===== config.mk =====
export PLATFORM = sky130hd
export DESIGN_NAME = sound_driver
export DESIGN_NICKNAME = d
export VERILOG_FILES = /design/src/rtl/simon_pkg.sv /design/src/rtl/tone_osc.sv /design/src/rtl/sound_driver.sv
export SDC_FILE = /design/constraint.sdc
export NUM_CORES = 1
export LEC_CHECK = 0
export ABC_CLOCK_PERIOD_IN_PS = 4050
export BUFFER_PORTS_ARGS = -buffer_cell sky130_fd_sc_hd__buf_2
export CAP_MARGIN = 20
export CORE_ASPECT_RATIO = 0.5
export CORE_MARGIN = 2
export CORE_UTILIZATION = 36
export DETAILED_ROUTE_END_ITERATION = 10
export PLACE_DENSITY = 0.59
export SLEW_MARGIN = 20
export SYNTH_ARGS = -nofsm -noshare
export SYNTH_HDL_FRONTEND = slang
export SYNTH_HIERARCHICAL = 1
export SYNTH_SLANG_ARGS = --single-unit

===== constraint.sdc =====
create_clock -name CLK -period 4.05 [get_ports CLK]
set_input_delay 0.6075 -clock CLK [delete_from_list [all_inputs] [get_ports CLK]]
set_output_delay 0.6075 -clock CLK [all_outputs]
set_load 0.02 [all_outputs]

===== src/rtl/simon_pkg.sv =====
// Purpose : shared tone table, FSM state encoding and cycle-count helpers for the Simon sound path.
// Latency : n/a (constants and elaboration-time functions only).
// Backpressure: n/a.
package simon_pkg;

  // Tone frequencies in Hz
  localparam int unsigned TONE_LAMP [0:3] = '{415, 310, 252, 209};
  localparam int unsigned TONE_BUZZ       = 42;
  localparam int unsigned TONE_HS   [0:2] = '{523, 659, 784};

  typedef enum logic [2:0] {
    IDLE    = 3'd0,
    LAMP_T  = 3'd1,
    LOSE_BZ = 3'd2,
    HS_N0   = 3'd3,
    HS_N1   = 3'd4,
    HS_N2   = 3'd5
  } snd_state_t;

  // Number of clock cycles in a duration given in milliseconds.
  // 64-bit so that e.g. 1500 ms at 50 MHz does not overflow.
  function automatic longint unsigned MS_CYCLES(input longint unsigned freq_in,
                                                input longint unsigned ms);
    return (ms * freq_in) / 64'd1000;
  endfunction

  // Half-period of a square wave of frequency f, truncated.
  function automatic int unsigned HALF_CYCLES(input int unsigned freq_in,
                                              input int unsigned f);
    return freq_in / (2 * f);
  endfunction

endpackage


===== src/rtl/tone_osc.sv =====
// Purpose : square-wave generator: half-period counter plus toggle flop.
// Latency : first rising edge HALF cycles after RESTART; period 2*HALF cycles.
// Backpressure: none; free-running.
// Ports   : CLK, RST (async active-high), RESTART (clear count and output),
//           HALF (half-period in cycles, >= 1), OUT (square wave).
module tone_osc #(
  parameter int W = 8
) (
  input  logic         CLK,
  input  logic         RST,
  input  logic         RESTART,
  input  logic [W-1:0] HALF,
  output logic         OUT
);

  logic [W-1:0] cnt_q, cnt_d;
  logic         out_q, out_d;

  always_comb begin
    cnt_d = cnt_q + 1'b1;
    out_d = out_q;
    if (RESTART) begin
      cnt_d = '0;
      out_d = 1'b0;
    end else if (cnt_q >= HALF - 1'b1) begin
      // >= rather than == so a count left over from a longer half-period
      // can never run away through a full wrap.
      cnt_d = '0;
      out_d = ~out_q;
    end
  end

  always_ff @(posedge CLK or posedge RST) begin
    if (RST) begin
      cnt_q <= '0;
      out_q <= 1'b0;
    end else begin
      cnt_q <= cnt_d;
      out_q <= out_d;
    end
  end

  assign OUT = out_q;

endmodule


===== src/rtl/sound_driver.sv =====
// Purpose : Simon speaker driver: lamp tones, loss buzz, 3-note high-score jingle.
// Latency : state changes on the edge that samples the trigger; first SPK rise HALF cycles later.
// Backpressure: none; LOSE/HS rises during LOSE_BZ are dropped.
// Ports   : CLK, RST (async active-high), LAMP[1:0], LAMP_ENA, LOSE, HS, MUTE in;
//           SPK (square wave), BUSY (not IDLE) out.
module sound_driver
  import simon_pkg::*;
#(
  parameter int unsigned FREQ_IN = 50_000_000,
  parameter int unsigned LOSE_MS = 1500,
  parameter int unsigned NOTE_MS = 150
) (
  input  logic       CLK,
  input  logic       RST,
  input  logic [1:0] LAMP,
  input  logic       LAMP_ENA,
  input  logic       LOSE,
  input  logic       HS,
  input  logic       MUTE,
  output logic       SPK,
  output logic       BUSY
);

  // The buzz is the lowest tone, so its half-period sizes the oscillator counter.
  localparam int unsigned HALF_BUZZ = HALF_CYCLES(FREQ_IN, TONE_BUZZ);
  localparam int          HW        = $clog2(HALF_BUZZ + 1);

  localparam logic [HW-1:0] HALF_LAMP [0:3] = '{
    HW'(HALF_CYCLES(FREQ_IN, TONE_LAMP[0])), HW'(HALF_CYCLES(FREQ_IN, TONE_LAMP[1])),
    HW'(HALF_CYCLES(FREQ_IN, TONE_LAMP[2])), HW'(HALF_CYCLES(FREQ_IN, TONE_LAMP[3]))};
  localparam logic [HW-1:0] HALF_HS [0:2] = '{
    HW'(HALF_CYCLES(FREQ_IN, TONE_HS[0])), HW'(HALF_CYCLES(FREQ_IN, TONE_HS[1])),
    HW'(HALF_CYCLES(FREQ_IN, TONE_HS[2]))};
  localparam logic [HW-1:0] HALF_BZ = HW'(HALF_BUZZ);

  localparam longint unsigned LOSE_CYC = MS_CYCLES(FREQ_IN, LOSE_MS);
  localparam longint unsigned NOTE_CYC = MS_CYCLES(FREQ_IN, NOTE_MS);
  localparam longint unsigned DUR_MAX  = (LOSE_CYC > NOTE_CYC) ? LOSE_CYC : NOTE_CYC;
  localparam int              TW       = $clog2(DUR_MAX + 1);
  localparam logic [TW-1:0]   LOSE_LAST = TW'(LOSE_CYC - 1);
  localparam logic [TW-1:0]   NOTE_LAST = TW'(NOTE_CYC - 1);

  snd_state_t    state_q, state_d;
  logic [TW-1:0] timer_q, timer_d;
  logic          lose_q, hs_q;
  logic [1:0]    lamp_q;
  logic          restart;
  logic [HW-1:0] half;
  logic          osc_out;

  logic lose_rise, hs_rise;
  assign lose_rise = LOSE & ~lose_q;
  assign hs_rise   = HS & ~hs_q;

  // State register, duration timer and input history
  always_ff @(posedge CLK or posedge RST) begin
    if (RST) begin
      state_q <= IDLE;
      timer_q <= '0;
      lose_q  <= 1'b0;
      hs_q    <= 1'b0;
      lamp_q  <= 2'd0;
    end else begin
      state_q <= state_d;
      timer_q <= timer_d;
      lose_q  <= LOSE;
      hs_q    <= HS;
      lamp_q  <= LAMP;
    end
  end

  // Next state; 'restart' marks any (re)entry that must reset oscillator and timer,
  // including same-state re-entries (lamp change, HS re-trigger mid-jingle).
  always_comb begin
    state_d = state_q;
    restart = 1'b0;
    case (state_q)
      IDLE: begin
        if (lose_rise)     state_d = LOSE_BZ;
        else if (hs_rise)  state_d = HS_N0;
        else if (LAMP_ENA) state_d = LAMP_T;
      end
      LAMP_T: begin
        if (lose_rise)            state_d = LOSE_BZ;
        else if (hs_rise)         state_d = HS_N0;
        else if (!LAMP_ENA)       state_d = IDLE;
        else if (LAMP != lamp_q)  restart = 1'b1;
      end
      LOSE_BZ: begin
        if (timer_q == LOSE_LAST) state_d = IDLE;
      end
      HS_N0, HS_N1, HS_N2: begin
        if (lose_rise) begin
          state_d = LOSE_BZ;
        end else if (hs_rise) begin
          state_d = HS_N0;
          restart = 1'b1;
        end else if (timer_q == NOTE_LAST) begin
          case (state_q)
            HS_N0:   state_d = HS_N1;
            HS_N1:   state_d = HS_N2;
            default: state_d = IDLE;
          endcase
        end
      end
      default: state_d = IDLE;
    endcase
    if (state_d != state_q) restart = 1'b1;

    // Timer only runs in the timed states; held at zero elsewhere.
    timer_d = '0;
    if (!restart && (state_q == LOSE_BZ || state_q == HS_N0 ||
                     state_q == HS_N1   || state_q == HS_N2)) begin
      timer_d = timer_q + 1'b1;
    end
  end

  // Outputs: half-period selection and speaker gating
  always_comb begin
    half = HALF_LAMP[lamp_q];
    case (state_q)
      LOSE_BZ: half = HALF_BZ;
      HS_N0:   half = HALF_HS[0];
      HS_N1:   half = HALF_HS[1];
      HS_N2:   half = HALF_HS[2];
      default: half = HALF_LAMP[lamp_q];
    endcase
    // MUTE only gates the pin; the oscillator keeps its phase underneath.
    SPK  = osc_out & ~MUTE & (state_q != IDLE);
    BUSY = (state_q != IDLE);
  end

  tone_osc #(.W(HW)) u_osc (
    .CLK     (CLK),
    .RST     (RST),
    .RESTART (restart),
    .HALF    (half),
    .OUT     (osc_out)
  );

endmodule


## After elaboration in Yosys (flattened, before gate mapping)

Index checks and enable logic that the tools add are counted.
Widths: inputs -> output; s select.

| word-level totals | value |
|---|---|
| input port bits | 8 |
| logic and storage cells | 68 |
| bits in registers | 55 |

| cells by class | value |
|---|---|
| equality and inequality tests | 9 |
| add/subtract/negate cells | 3 |
| multiplexer cells | 29 |
| bitwise operators | 9 |
| reductions and logical operators | 9 |
| $lt $le $gt $ge | 2 |

Operator list:

| operator | count |
|---|---|
| $mux 20 | 4 |
| $pmux 20 s4 | 1 |
| $bmux 20 s2 | 1 |
| $mux 3 | 10 |
| $add 27x1->27 const B | 1 |
| $eq 27x23->1 const B | 1 |
| $eq 27x27->1 const B | 1 |
| $mux 27 | 1 |
| $add 20x1->20 const B | 1 |
| $ge 20x20->1 | 1 |
| $sub 20x1->20 const B | 1 |
| $pmux 3 s4 | 1 |
| $mux 1 | 9 |
| $eq 3x2->1 const B | 2 |
| $eq 3x3->1 const B | 2 |
| $pmux 3 s2 | 1 |
| $and 1x1->1 | 4 |
| $not 1->1 | 4 |
| $eq 3x1->1 const B | 1 |
| $ge 3x3->1 const B | 1 |
| $logic_not 3->1 | 1 |
| $logic_or 1x1->1 | 3 |
| $ne 3x3->1 | 1 |
| $not 2->3 | 1 |
| 7 further kinds | 7 |

## Longest topological paths before layout

Gate-level depths: netlist of run 1.

| depth | value |
|---|---|
| depth in word-level cells | 11 |
| gate-level depth with buffers | 19 |
| mapped depth without buffers | 18 |

## Modules after synthesis

The synthesis of run 1 kept the hierarchy.

Modules (own cells, without submodules):

| module | instances | seq. area each (um^2) | cells each | area each (um^2) |
|---|---|---|---|---|
| sound_driver | 1 | 850.8 | 255 | 2,172.1 |
| tone_osc | 1 | 525.5 | 196 | 1,720.4 |

## Worst setup path after synthesis of run 1

No wires, ideal clock.

| timing | value |
|---|---|
| path type | register to register |
| start | register state_q[1] |
| end | register u_osc.out_q, in the netlist u_osc/OUT |
| path slack | 488 ps |
| data required time | 3,922 ps |
| cell stages (with the launch flop) | 15 |
| period minus slack after synthesis | 3,562 ps |
| arrival time | 3,434 ps |
| cells stage by stage | dfrtp_1 clkbuf_1 clkbuf_1 o21ai_0 nor4_4 nand2_1 or3_1 nor3_1 xnor2_1 ha_1 nand2_1 o21ai_0 a21o_1 a311o_1 mux2_1 |

| between the ends | value |
|---|---|
| elaborated cells between the ends (all ways) | 27 |
| classes of those cells | add/sub: 1; order compare: 1; eq/ne: 6; mux: 16; reduce/logical: 3 |

RTL lines:

| item | line | text |
|---|---|---|
| start, declared | sound_driver.sv:43 | `snd_state_t state_q, state_d;` |
| start signal, assigned | sound_driver.sv:64 | `state_q <= state_d;` |
| $eq 3x3->1 / $eq 3x2->1 (equally long branches) | sound_driver.sv:121 | `case (state_q)` |
| $pmux 20 s4 (*) | sound_driver.sv:121 |  |
| named net half[5] | sound_driver.sv:48 | `logic [HW-1:0] half;` |
| $sub 20x1->20 (*) | tone_osc.sv:25 | `end else if (cnt_q >= HALF - 1'b1) begin` |
| $ge 20x20->1 (*) | tone_osc.sv:25 |  |
| $reduce_bool 2->1 (no line) (*) | - |  |
| end signal, assigned | tone_osc.sv:39 | `out_q <= out_d;` |
| end, declared | tone_osc.sv:17 | `logic out_q, out_d;` |

The timed path passes the listed nets; every way through them passes the cells marked *.
A chain may end at the register's enable or synchronous reset.

## Final worst setup path of run 1

| timing | value |
|---|---|
| start | register lamp_q[0] |
| end | register u_osc.out_q, in the netlist u_osc/OUT |

| between the ends | value |
|---|---|
| cells in the longest elaborated chain, start to end | 8 |
| elaborated cells between the ends (all ways) | 16 |
| classes of those cells | add/sub: 1; order compare: 1; eq/ne: 1; mux: 11; bitwise: 1; reduce/logical: 1 |

Ends and longest elaborated chain:

| item | line | text |
|---|---|---|
| start, declared | sound_driver.sv:46 | `logic [1:0] lamp_q;` |
| start signal, assigned | sound_driver.sv:62 | `lamp_q <= 2'd0;` |
| start signal, assigned | sound_driver.sv:68 | `lamp_q <= LAMP;` |
| $not 2->3 (not written as such) | sound_driver.sv:126 | `default: half = HALF_LAMP[lamp_q];` |
| $bmux 20 s2 | sound_driver.sv:126 |  |
| $mux 20 (not written as such) (2 in a row) | sound_driver.sv:126 |  |
| $pmux 20 s4 | sound_driver.sv:121 |  |
| named net half[2] | sound_driver.sv:48 |  |
| $sub 20x1->20 | tone_osc.sv:25 |  |
| $ge 20x20->1 | tone_osc.sv:25 |  |
| $reduce_bool 2->1 (no line) | - |  |

The timed path passes the listed nets, and every way through them passes these cells. The select of a mux whose other input is x is not followed.

==> impl_results.md, run 1 <==
- Ant diodes: 0
- Slew HR: 0.434
- Mux contribution to synthesized area: 0.00804
- TritonCTS Buffers: 5
- WL final: 7950 µm
- Area of the multi-input gates: ~2400 µm²
- Layout area overhead: 10.5%
- Ports: 10
- XOR/XNOR Fraction of Synth Area: 0.144
- Clock slew at reported path FFs: 0.07 ns
- Layout cells sized above 1: 0.0870
- Required time worst endpoint: 4.23 ns
- Fin. max-slew vios: 0
- Cell area after layout: 4300 µm²
- Count of state elements after synthesis: between 50 and 60
- Area leader, netlist: dfrtp_1
- Slew @ Worst Pin: 0.848 ns
- Minimum clock period: around 3.7 ns
- RSZ-0062 raised after global routing: false
- DR vias/cell: 4.94
- Port Buffers: 9
- Largest net degree at the start of global routing: 35
- P_leak: ~1.8 nW
- Commonest non-fill, non-tap cells in the layout: 83 x nor2_1, 55 x dfrtp_1, 34 x xnor2_1, 32 x nand2_1, 30 x xor2_1
- Antenna violations before repair: 0
- Max clock buf depth: 2
- Core box area: 10400 µm²
- Post-Synth Adder-Cell Area: 0.0868
- # Max-Cap Violations: 0
- Outcome: finished, final reports clean
- Nets: 506
- DRC viols: 0
- GR peak layer: met2
- Setup violators final: 0
- Core Rows: 26
- Synth Area in Compound Gates: 0.0807
- Peak Freq: 271 MHz
- Clk_lat worst skew: 0.30 ns
- H-tree levels: 2
- Power density over the cells: 300 nW/µm²
- Crit path kind: reg -> reg
- Synth Area in Simple Gates: 0.289
- Synthesized area per cell: 8.63 µm²
- DRT iter0 DRCs: 117
- Synthesized instance count: 451
- Hold WC Path Type: in -> async
- Kind of capture point of the worst setup path: flip-flop
- Period utilisation layout: 0.910
- GRT Util Overall: 0.149
- Setup TNS Final: 0 ns
- Post-route ant nets: 0
- EDFF count, synth: 0
- Met3 Use GR: 0.0318
- Area after DPL: 4140 µm²
- Die Span Y: 77.5 µm
- Final Hold Violating Endpoints: 0
- Setup crit start kind: flip-flop
- Most common cell after layout, fill and taps aside: nor2_1
- Top-area cell type share of the netlist area: 0.354
- Wire per inst: 13.0 µm
- M2 GR Usage: 0.245
- Register area: approximately 1400 µm²
- WP data arrival: 3.87 ns
- Worst clock skew: 0.00942 ns
- Clk root buf: clkbuf_16
- Placer Congestion: 0.850
- Final Core Density: 0.415
- Grt total ovfl: 0
- Hold WS: 0.402 ns
- Vias: 3019
- Ys flop type: dfrtp_1
- Critical path peak fanout: 5
- Die W: 151 µm
- Dpl hpwl: 5950 µm
- Filler cells: 1042
- Mapped cell area: 3890 µm²
- Async SR Flop Fraction: 1.00
- CTS tree: done
- Initial Util: 0.375
- Top area cells in the synthesized netlist: dfrtp_1 35%, ha_1 8.7%, nor2_1 8.0%
- Clk sinks: 55
- Number of distinct library cells after synthesis: between 40 and 50
- Die ar.: 11700 µm²
- Peak supply drop: 0.000161 V
- Vias in the first global route: 2998
- DRT Pass-1 Iters: 4
- Met1 usage in global routing: 0.201
- First-pass GRT wire length: 14100 µm
- Synth Warn #: 6
- Seq/Total Area, Yosys: 0.354
- Largest family of logic cells by synthesized area: simple AND/OR/NAND/NOR gates
## state kept, by name, indices dropped and copies added (netlist names)
name	count
lamp_q	2
timer_q	27
u_osc/OUT	1
lose_q	1
u_osc/cnt_q	20
hs_q	1
state_q	3
## cells by family (layout without fill, tap and decap cells)
kind of cell | count (synthesis) | count (layout)
DFF | 55 | 55
muxes | 3 | 3
xor gates and xnor gates | 64 | 64
and+or+nand+nor | 220 | 220
AOI/OAI and AO/OA | 48 | 48
other | 1 | 5
adders and majority gates | 27 | 27
buffers and inverters | 33 | 49
## critical path, stage by stage, from the launching register on
cell      delay, ns
dfrtp_1        0.40
inv_1          0.15
ha_1           0.28
nand2b_1       0.17
nand3_1        0.08
o21ai_1        0.16
nor4_4         0.36
nand2_1        0.15
or3_1          0.37
nor3_2         0.14
xnor2_1        0.14
ha_1           0.25
nand2_1        0.08
o21ai_0        0.08
a21o_1         0.17
a311o_1        0.28
mux2_1         0.31
## cells in the mapped netlist, types with 4 or more instances
library cell / count
nor2_1: 83
dfrtp_1: 55
xnor2_1: 34
nand2_1: 32
xor2_1: 30
ha_1: 27
nand3_1: 21
inv_1: 20
o21ai_0: 18
a21oi_1: 15
nand4_1: 14
nor3_1: 13
nand2b_1: 10
clkbuf_1: 8
nor4_1: 7
or3_1: 6
and3_1: 4
nor2b_1: 4
## path summary, 6_finish.rpt
path / start / end / slack [ns] / cells past startpoint
min: RST / lose_q / 0.40 / 3
min reg2reg: timer_q[0] / timer_q[0] / 0.49 / 1
min in group CLK: LOSE / lose_q / 0.44 / 1
max in group asynchronous: RST / u_osc/cnt_q[7] / 3.03 / 2
max reg2reg: lamp_q[0] / u_osc/OUT / 0.36 / 16
max: lamp_q[0] / u_osc/OUT / 0.36 / 16
## layout make-up
class | instances | share of cell area
sequential | 55 | 0.320
inverter | 20 | 0.0175
timing repair buffer | 22 | 0.0332
clock inverter | 2 | 0.00320
clock buffer | 5 | 0.0291
tap | 140 | 0.0407
multi-input combinational | 367 | 0.556
## where the power goes
part | leakage, nW | internal (mW) | switching (mW)
logic | 1.04 | 0.0896 | 0.105
registers | 0.738 | 0.600 | 0.0659
clock network | 0.0696 | 0.227 | 0.204
total | 1.84 | 0.916 | 0.374
## metrics by stage
stage / instances / total power, mW / setup WS [ns]
2_1_floorplan: 455 / 0.819 / 0.488
3_3_place_gp: 602 / 0.865 / 0.359
3_5_place_dp: 602 / 0.872 / 0.305
4_1_cts: 609 / 1.31 / 0.284
5_1_grt: 611 / 1.37 / 0.0601
6_report: 611 / 1.29 / 0.365
## repair_timing
action	CTS	global route
endpoints found under the setup margin	0	4
hold buffers	0	0
setup buffers	0	2
gates resized for setup	0	2
## routing by layer
layer / up-vias / part of all wire
li1: 1585 / -
met1: 1414 / 0.52
met2: 16 / 0.45
met3: 4 / 0.021
met4: 0 / 0.0074
met5: - / 0
No activity file was read; power rests on OpenSTA's default activity.
==> run 2, diff against run 1 <==
ABC_AREA = 1   (was unset)
CAP_MARGIN = unset   (was 20)
==> run 2 against run 1 <==
Effect of this change: flip-flop and latch count unchanged; critical endpoint is now u_osc/cnt_q[14]; highest routed layer unchanged; largest cell class unchanged; global-route usage up 0.67 points; clock skew down 0.0027 ns; largest power group is now combinational logic.
==> impl_results.md, run 2 <==
- Area of the multi-input gates: 2620 µm²
- Initial Util: 0.369
- Hold WC Path Type: in -> async
- Buf/Inv on CP: 6
- Worst clock skew: 0.00675 ns
- Cell class contributing the biggest share of worst-path delay: simple AND/OR/NAND/NOR gates
- Ys flop type: dfrtp_1
- Cell area after layout: 4780 µm²
- Final Core Density: 0.405
- Clk_lat worst skew: approximately 0.3 ns
- Die W: 160 µm
- Outcome: finished, final reports clean
- Setup TNS Final: 0 ns
- Post-synth top cells: 140 x nand2_1, 107 x nor2_1, 85 x inv_1, 55 x dfrtp_1, 44 x xor2_1
- Minimum clock period: 3.64 ns
- First-pass GRT wire length: 16400 µm
- Post-route ant nets: 0
- Final std cells w/o fill: 799
- TritonCTS Buffers: 5
- P_leak: between 2 and 2.5 nW
- Setup violators final: 0
- Period utilisation layout: 0.900
- Vias: 3640
- Antenna violations before repair: 0
- Mapped cell area: 4360 µm²
- Wire per inst: roughly 12 µm
- H-tree levels: 2
- Layout cells sized above 1: 0.129
- Most common cell after layout, fill and taps aside: nand2_1
- Async SR Flop Fraction: 1.00
- Synth Warn #: 6
- Postcts setup bufs: 0
- Final Hold Violating Endpoints: 0
- Max reg flops: 27
- CTS tree: done
- Post-cts gate resize count: 0
- DP Cell Count: 791
- Slew @ Worst Pin: 0.836 ns
- Most flop-heavy register: timer_q
- Filler cells: about 1300
- Largest net degree at the start of global routing: 35
- Area leader, netlist: dfrtp_1
- Core box area: 11800 µm²
- DRT iter0 DRCs: 214
- Number of distinct library cells after synthesis: 32
- DRT Pass-1 Iters: 4
- Port Buffers: 9
- # hold bufs at CTS: 0
- Register area: 1380 µm²
- Count leader, synth: nand2_1
- Crit-path slowest cell: dfrtp_1
- Layout area overhead: 9.62%
- Critical Path Most Common Cell: nand2_1
- Clk root buf: clkbuf_16
- Clk sinks: 55
- WL final: 9440 µm
- Ports: 10
- Vias in the first global route: 3468
- Die ar.: 13100 µm²
- Largest registers: timer_q (27), u_osc/cnt_q (20), state_q (3)
- Crit path kind: reg -> reg
- GRT Util Overall: 0.155
- Max clock buf depth: 2
- Placer Congestion: between 0.8 and 0.9
- Grt total ovfl: 0
- Critical path peak fanout: 15
- Area after DPL: approximately 4600 µm²
- Seq/Total Area, Yosys: 0.316
- Clock slew at reported path FFs: 0.08 ns
- # Max-Cap Violations: 0
- Peak Freq: 274 MHz
- WP data arrival: 3.87 ns
- Die Span Y: 81.8 µm
- Top area cells in the synthesized netlist: dfrtp_1 32%, nand2_1 12%, nor2_1 9.2%
- DR vias/cell: 4.56
- Commonest non-fill, non-tap cells in the layout: 139 x nand2_1, 105 x nor2_1, 84 x inv_1, 53 x dfrtp_1, 44 x xor2_1
- Ant diodes: 0
- Required time worst endpoint: 4.28 ns
- Power density over the cells: 448 nW/µm²
- CP max stage delay: 0.44 ns
- Core Rows: 28
- Nets: 668
- EDFF count, synth: 0
- DRC viols: 0
- Synthesized area per cell: about 7 µm²
- Synthesized instance count: ~610
- Dpl hpwl: 7350 µm
- Peak supply drop: 0.000256 V
- Count of state elements after synthesis: 55
- Kind of capture point of the worst setup path: flip-flop
- Setup crit start kind: flip-flop
- Fin. max-slew vios: 0
- Top-area cell type share of the netlist area: 0.316
- Slew HR: 0.442
==> run 2: final timing paths <==
| kind | startpoint | endpoint | slack (ns) | depth (start not counted) |
|---|---|---|---|---|
| max in group asynchronous | RST | u_osc/cnt_q[7] | 3.05 | 2 |
| min in group CLK | LOSE | lose_q | 0.43 | 1 |
| worst min register to register | u_osc/cnt_q[0] | u_osc/cnt_q[0] | 0.51 | 1 |
| worst max register to register | state_q[1] | u_osc/cnt_q[14] | 0.41 | 25 |
| worst max-delay path | state_q[1] | u_osc/cnt_q[14] | 0.41 | 25 |
| worst min-delay path | RST | timer_q[1] | 0.43 | 3 |
==> run 2: kinds of logic after synthesis <==
kind of cell | after synthesis | share of synthesized area
simple gates | 359 | 0.377
buf+inv | 96 | 0.0890
xor+xnor | 58 | 0.117
flops | 55 | 0.316
fa+ha+maj | 27 | 0.0775
compound gates | 18 | 0.0230
other cells | 1 | 0.000861
==> run 2: through the flow <==
stage | hold WS (ns) | setup slack, ns | power [mW]
4_1_cts | 0.419 | 0.169 | 2.14
2_1_floorplan | 0.466 | 0.698 | 1.48
3_5_place_dp | 0.506 | 0.200 | 1.69
5_1_grt | 0.422 | -0.0208 | 2.35
3_3_place_gp | 0.503 | 0.275 | 1.68
6_report | 0.429 | 0.405 | 2.14
==> run 2: per-layer routing <==
| metal | track usage | wire, µm | vias up | share of wire |
|---|---|---|---|---|
| met2 | 0.271 | 4250 | 58 | 0.45 |
| met5 | 0 | 0 | - | 0 |
| li1 | - | - | 1933 | - |
| met3 | 0.0247 | 262 | 16 | 0.028 |
| met1 | 0.205 | 4750 | 1633 | 0.50 |
| met4 | 0.0400 | 170 | 0 | 0.018 |
==> run 2: final cells by class <==
| class | count | area share |
|---|---|---|
| Timing Repair Buffer | 14 | 0.0181 |
| Inverter | 91 | 0.0715 |
| Tap cell | 165 | 0.0432 |
| Multi-Input combinational cell | 466 | 0.549 |
| Clock buffer | 7 | 0.0278 |
| Sequential cell | 55 | 0.289 |
| Clock inverter | 1 | 0.00183 |
==> run 2: power by group <==
| group | total [mW] | switching [mW] | internal, mW |
|---|---|---|---|
| Sequential | 0.619 | 0.0389 | 0.580 |
| Clock | 0.443 | 0.210 | 0.233 |
| Combinational | 1.08 | 0.735 | 0.345 |
| Total | 2.14 | 0.984 | 1.16 |
==> run 2: tightest hold or removal path, stage by stage <==
cell,delay [ns]
buf_2,0.11
inv_1,0.05
buf_4,0.39
